--- src/rtl/mio_bus_responder.sv ---
// Responder end of the SCPU memory/IO bus: word-addressed RAM, GPIO output register,
// switch input port and a free-running cycle counter behind a wait-stated handshake.
module mio_bus_responder #(
  parameter int RAM_AW      = 6,
  parameter int WAIT_STATES = 1
) (
  input  logic        clk,
  input  logic        rst_n,
  input  logic        CPU_MIO,
  input  logic        mem_w,
  input  logic [31:0] Addr_bus,
  input  logic [31:0] Data_out,
  output logic [31:0] Data_in,
  output logic        MIO_ready,
  input  logic [15:0] sw_i,
  output logic [15:0] gpio_o,
  output logic        bus_err
);

  localparam int RAM_DEPTH = 1 << RAM_AW;

  localparam logic [1:0] ST_IDLE = 2'd0;
  localparam logic [1:0] ST_BUSY = 2'd1;
  localparam logic [1:0] ST_RESP = 2'd2;

  localparam logic [29:0] GPIO_WADDR = 30'h3800_0000;
  localparam logic [29:0] SW_WADDR   = 30'h3C00_0000;
  localparam logic [29:0] CNT_WADDR  = 30'h3C00_0001;

  logic [1:0]  state_q, state_d;
  logic [3:0]  cnt_q, cnt_d;
  logic [29:0] addr_q, addr_d;
  logic        we_q, we_d;
  logic [31:0] wdata_q, wdata_d;
  logic [31:0] rdata_q, rdata_d;
  logic        ready_q, ready_d;
  logic [15:0] gpio_q, gpio_d;
  logic [31:0] counter_q, counter_d;
  logic        err_q, err_d;

  logic [31:0] ram_q [RAM_DEPTH];
  logic        ram_we;
  logic [RAM_AW-1:0] ram_idx;
  logic [31:0] ram_rdata;

  logic        ram_hit;
  logic        gpio_hit;
  logic        sw_hit;
  logic        cnt_hit;
  logic        unmapped;
  logic [31:0] read_mux;

  logic        unused_addr_bits;
  assign unused_addr_bits = ^Addr_bus[1:0];

  // Decode always works on the latched word address, never the live bus.
  assign ram_idx   = addr_q[RAM_AW-1:0];
  assign ram_rdata = ram_q[ram_idx];
  assign ram_hit   = (addr_q[29:RAM_AW] == '0);
  assign gpio_hit  = (addr_q == GPIO_WADDR);
  assign sw_hit    = (addr_q == SW_WADDR);
  assign cnt_hit   = (addr_q == CNT_WADDR);
  assign unmapped  = !(ram_hit || gpio_hit || sw_hit || cnt_hit);

  always_comb begin
    read_mux = 32'h0;
    if (ram_hit) begin
      read_mux = ram_rdata;
    end else if (gpio_hit) begin
      read_mux = {16'h0, gpio_q};
    end else if (sw_hit) begin
      read_mux = {16'h0, sw_i};
    end else if (cnt_hit) begin
      read_mux = counter_q;
    end
  end

  always_comb begin
    state_d   = state_q;
    cnt_d     = cnt_q;
    addr_d    = addr_q;
    we_d      = we_q;
    wdata_d   = wdata_q;
    rdata_d   = rdata_q;
    ready_d   = ready_q;
    gpio_d    = gpio_q;
    err_d     = err_q;
    counter_d = counter_q + 32'd1;
    ram_we    = 1'b0;

    case (state_q)
      ST_IDLE: begin
        if (CPU_MIO) begin
          addr_d  = Addr_bus[31:2];
          we_d    = mem_w;
          wdata_d = Data_out;
          cnt_d   = 4'(WAIT_STATES);
          state_d = ST_BUSY;
        end
      end
      ST_BUSY: begin
        if (cnt_q != 4'd0) begin
          cnt_d = cnt_q - 4'd1;
        end else begin
          // Access edge: commit the write or capture read data, then strobe ready.
          if (we_q) begin
            if (ram_hit) begin
              ram_we = 1'b1;
            end else if (gpio_hit) begin
              gpio_d = wdata_q[15:0];
            end
          end else begin
            rdata_d = read_mux;
          end
          if (unmapped) begin
            err_d = 1'b1;
          end
          ready_d = 1'b1;
          state_d = ST_RESP;
        end
      end
      ST_RESP: begin
        ready_d = 1'b0;
        rdata_d = 32'h0;
        state_d = ST_IDLE;
      end
      default: begin
        ready_d = 1'b0;
        rdata_d = 32'h0;
        state_d = ST_IDLE;
      end
    endcase
  end

  always_ff @(posedge clk or negedge rst_n) begin
    if (!rst_n) begin
      state_q   <= ST_IDLE;
      cnt_q     <= 4'd0;
      addr_q    <= 30'h0;
      we_q      <= 1'b0;
      wdata_q   <= 32'h0;
      rdata_q   <= 32'h0;
      ready_q   <= 1'b0;
      gpio_q    <= 16'h0;
      counter_q <= 32'h0;
      err_q     <= 1'b0;
    end else begin
      state_q   <= state_d;
      cnt_q     <= cnt_d;
      addr_q    <= addr_d;
      we_q      <= we_d;
      wdata_q   <= wdata_d;
      rdata_q   <= rdata_d;
      ready_q   <= ready_d;
      gpio_q    <= gpio_d;
      counter_q <= counter_d;
      err_q     <= err_d;
    end
  end

  // RAM contents survive reset; a reset before the access edge leaves ram_we low.
  always_ff @(posedge clk) begin
    if (ram_we) begin
      ram_q[ram_idx] <= wdata_q;
    end
  end

  assign Data_in   = rdata_q;
  assign MIO_ready = ready_q;
  assign gpio_o    = gpio_q;
  assign bus_err   = err_q;

endmodule

--- config.mk ---
export PLATFORM = sky130hd
export DESIGN_NAME = mio_bus_responder
export DESIGN_NICKNAME = d
export VERILOG_FILES = /design/src/rtl/mio_bus_responder.sv
export SDC_FILE = /design/constraint.sdc
export NUM_CORES = 2
export LEC_CHECK = 0
export BUFFER_PORTS_ARGS = -buffer_cell sky130_fd_sc_hd__buf_4
export CAP_MARGIN = 10
export CORE_MARGIN = 2
export CORE_UTILIZATION = 46
export CTS_CLUSTER_SIZE = 12
export DETAILED_ROUTE_END_ITERATION = 10
export PLACE_DENSITY_LB_ADDON = 0.1
export SYNTH_ARGS = -nofsm -noshare
export SYNTH_HDL_FRONTEND = slang
export SYNTH_SLANG_ARGS = --single-unit
--- constraint.sdc ---
create_clock -name clk -period 4.7 [get_ports clk]
set_input_delay 0.705 -clock clk [delete_from_list [all_inputs] [get_ports clk]]
set_output_delay 0.705 -clock clk [all_outputs]
set_load 0.02 [all_outputs]
* After elaboration in Yosys (flattened, before gate mapping) *
Memories as Yosys holds them, arrays and structs flattened.
Cells that the tools add are included.

word-level totals
  register bits = 151
  bits in latches = 0
  RAM bits = 2,048
  bits in read-only memories = 0
  input bits = 84
  output and inout bits = 50
  memories = 1

memory list
  name   depth  bits a word  read ports  clocked after memory_dff  wr ports  RTL line  text
  ram_q  64     32           1           0                         1         41        logic [31:0] ram_q [RAM_DEPTH];

cells by class
  $add $sub $neg = 2
  $mul = 0
  divide/modulo/power cells = 0
  $lt $le $gt $ge = 0
  equal/unequal tests = 8
  shift-type cells = 0
  multiplexer cells = 21
  bitwise gates (word level) = 4
  reductions and logical operators = 14

operator list
  kind                   count
  $mux 32                6
  $eq 30x30->1 const B   3
  $pmux 32 s2            1
  $add 32x1->32 const B  1
  $logic_not 24->1       1
  $reduce_and 3->1       3
  $mux 4                 2
  $ne 2x2->1 const B     4
  $pmux 4 s2             1
  $mux 1                 7
  $reduce_and 2->1       3
  $reduce_and 5->1       1
  $mux 2                 2
  $not 1->1              4
  $pmux 2 s2             1
  $reduce_bool 4->1      1
  $sub 4x1->4 const B    1
  $logic_or 1x1->1       3
  $eq 2x1->1 const B     1
  $logic_not 2->1        1
  $pmux 1 s2             1
  $reduce_bool 2->1      1

* Depth between registers and ports, before layout *
  depth in word-level cells = 8
  depth in mapped cells = 13
  mapped depth without buffers = 10

* Worst setup path before layout *
Ideal clock, no wire load.

  kind = reg2reg
  start = register cnt_q[0]
  end = memory ram_q[38][0] (enable)
  library setup time = 0.421 ns
  data arrival time = 3.191 ns
  data required time = 4.279 ns
  path slack = 1.088 ns
  stages on the path, launching flop included = 10
  path buffers = 0
  cells stage by stage = dfrtp_1 > inv_1 > ha_1 > nor3b_1 > nand2_1 > inv_1 > nand2_1 > nor2_1 > nand3_1 > nor2_1

between the ends
  word-level cells in the longest chain between the ends = 5

ends and longest elaborated chain
  what                          RTL line  text
  start: declaration            31        logic [3:0] cnt_q, cnt_d;
  start signal: assignment      149       cnt_q <= cnt_d;
  $reduce_bool 4->1             102       if (cnt_q != 4'd0) begin
  $mux 1                        102
  $mux 1                        91        case (state_q)
  $mux 1                        163       if (ram_we) begin
  $mux 1 (implied by the code)  164       ram_q[ram_idx] <= wdata_q;
  end: declaration              41

No other way between the ends.

* Final worst setup path *
  start = register cnt_q[0]
  end = memory ram_q[16][25] (enable)

Same word-level chain as after synthesis.

==> results.toml <==
[run_status]
outcome = "complete, no violations"

[clock_network]
cts_setup_buffers = 0
tritoncts = "done"
clock-sinks = 2199
insertion_delay_ps = 870
clkTransAtPathRegs_ps = 60
cts_max_level = 4
cts_root_buffer = "clkbuf_16"
cts-resized-gates = 0
clockBufferDepth = 3
holdBufCountCts = 1
cts_buffers = 222

[placement]
io_buffer_count = 131
dp_slack_ps = 777
dp_hpwl_um = 163000
dp_cells = 7255
place.gp.congestion = 0.830

[global_routing]
grt_max_degree = 85
antenna_found_initial = 11
overflow = 0
track_usage_pct = 28.9
grt_pass1_wl_um = 377000
grt_pass1_vias = 47574

[timing]
tightest_slew_ps = 1230
setup_viol = 0
hold_violations = 0
fin_tns_setup_ps = 0
whs_ps = 70.3
finalMaxSlewViolations = 0
fin_skew_ps = 32.1
final.setup.worst_slack_ps = 759
min_period_ps = 3940
slew_headroom_pct = 18.0
fmax_ghz = 0.254
fin_crit_sh_pct = 83.9
rsz0062_at_grt = "no"

[layout]
finish.utilization_pct = 53.0
final_cells = 7648
nNetsFinal = 5181
drive_gt1_share_pct = 24.3
area_delta_synth_final_pct = 14.8

[logic_synthesis]
synth.area.top_cells = "edfxtp_1 73%, mux2_2 4.5%, dfrtp_1 4.5%, o22ai_1 2.9%, o221ai_1 2.4%"
syn_inst = 4725
synth_commonest_cells = "2,048 x edfxtp_1, 386 x o22ai_1, 337 x mux2_2, 229 x o221ai_1, 212 x nor2_1"
syn_avg_cell_area_um2 = 17.9
yosysMostFrequentCell = "edfxtp_1"
yosysTopAreaCell = "edfxtp_1"
yosysWarnings = 0
syn_nets = 4811
netlist.area_leader.share_pct = 72.9
netlist_area_um2 = 84400
ys.flop_type = "edfxtp_1"
async_reset_ff_share_pct = 6.87
ys_types = 85
synth_edf_count = 2048
ys_seq_elements = 2199
seq_area_frac_synth_pct = 77.4

[pwr]
ir_worst_vdd_mv = 0.610
power_leakage_uw = 0.0312
p_per_area_nw_per_um2 = 629

[die]
fp.coreArea_um2 = 183000
pin_count = 134
die_h_um = 432
dieArea_um2 = 187000
die_width_um = 432
start_util_pct = 46.2
core.rowCount = 157

[detailed_routing]
drtAntennaViolNets = 0
viasPerCell = 6.41
drt_first_pass_iters = 6
wl_per_cell_um = 35.7
drcViolationCount = 0
num_vias = 49060
first_iter_violations = 6298
wl_um = 273000

[setup_path]
r2r_slack_ps = 760
path_class = "reg2reg"
crit_path_max_fanout = 22
cp-end-kind = "flip-flop"
arrival_ps = 4430
cp.required_ps = 5180
worstSetupStartpointType = "flip-flop"

[worst_hold_path]
hp-class = "in2reg"

[job]
maxCapViolations = 0
==> stage by stage <==
stage          area (um2)  power (uW)
2_1_floorplan       84400       35600
4_1_cts             96900       61100
3_5_place_dp        90300       44800
5_1_grt             96900       62700
3_3_place_gp        90300       44600
6_report            96900       60900
==> path summary, 6_finish.rpt <==
kind,from,endpoint,cells past startpoint
min in group asynchronous,rst_n,wdata_q[15]$_DFFE_PN0P_,2
max in group asynchronous,rst_n,wdata_q[30]$_DFFE_PN0P_,3
max reg2reg,cnt_q[0]$_DFFE_PN0P_,ram_q[16][25]$_DFFE_PP_,12
min,Addr_bus[4],addr_q[2]$_DFFE_PN0P_,3
min reg2reg,bus_err$_DFFE_PN0P_,bus_err$_DFFE_PN0P_,1
max,cnt_q[0]$_DFFE_PN0P_,ram_q[16][25]$_DFFE_PP_,12
==> layout make-up <==
type	instances	area, um2
timing repair buffer	454	4240
fill	14658	85800
clock buffer	319	6040
sequential	2199	65300
clock inverter	71	547
antenna	2	5.00
inverter	16	65.1
multi-input combinational	2202	17700
tap	2385	2980
==> placed cells by master (no fill, tap or decap), drive strengths merged, types with 7 or more instances in the layout <==
master / instances
edfxtp: 2048
buf: 453
o22ai: 386
mux2: 337
clkbuf: 319
o221ai: 230
nor2: 216
a21oi: 206
dfrtp: 151
mux2i: 132
o21ai: 107
nand2: 104
mux4: 72
clkinv: 62
nor3: 46
nand3: 35
nor4: 30
a22oi: 29
a2bb2oi: 24
xnor2: 22
a211oi: 22
inv: 20
a221oi: 15
a222oi: 14
or3: 14
nand4: 11
xor2: 10
o22a: 10
and3: 10
o211ai: 9
nor2b: 9
a2111oi: 9
nand2b: 9
or4: 7
o41ai: 7
==> report_power, final <==
group          internal, uW  switching [uW]  total [uW]
registers             24500             810       25400
clock network          9130            7320       16400
logic                  5650           13500       19100
total                 39300           21600       60900
==> per-layer routing <==
metal | share of wire, % | global-route usage [%]
met5 | 0.0044 | 0
met2 | 47 | 45.4
met4 | 4.1 | 11.0
met1 | 41 | 40.9
met3 | 8.0 | 4.59
==> registers in the layout, indices dropped and copies added (netlist names) <==
register	cells
ram_q	2048
Data_in	32
counter_q	32
wdata_q	32
addr_q	30
gpio_o	16
cnt_q	4
state_q	2
MIO_ready	1
bus_err	1
we_q	1
==> worst max-delay path, stage by stage (launching register included) <==
cell and delay, ps:
dfrtp_1 400, inv_1 70, ha_1 160, nor3b_1 560, nand2_1 210, inv_1 160, nand2_1 120, nor2_1 220
buf_4 280, nand2_1 450, buf_4 370, nor2_4 110, buf_4 400
==> logic make-up after synthesis <==
group | count (synthesis) | synth area share [%]
flops | 2199 | 77.4
compound gates | 1115 | 8.98
mux | 541 | 7.98
simple gates | 512 | 2.96
buf+inv | 324 | 2.36
xor+xnor | 32 | 0.332
fa+ha+maj | 2 | 0.0296
(Power assumes the default switching activity.)
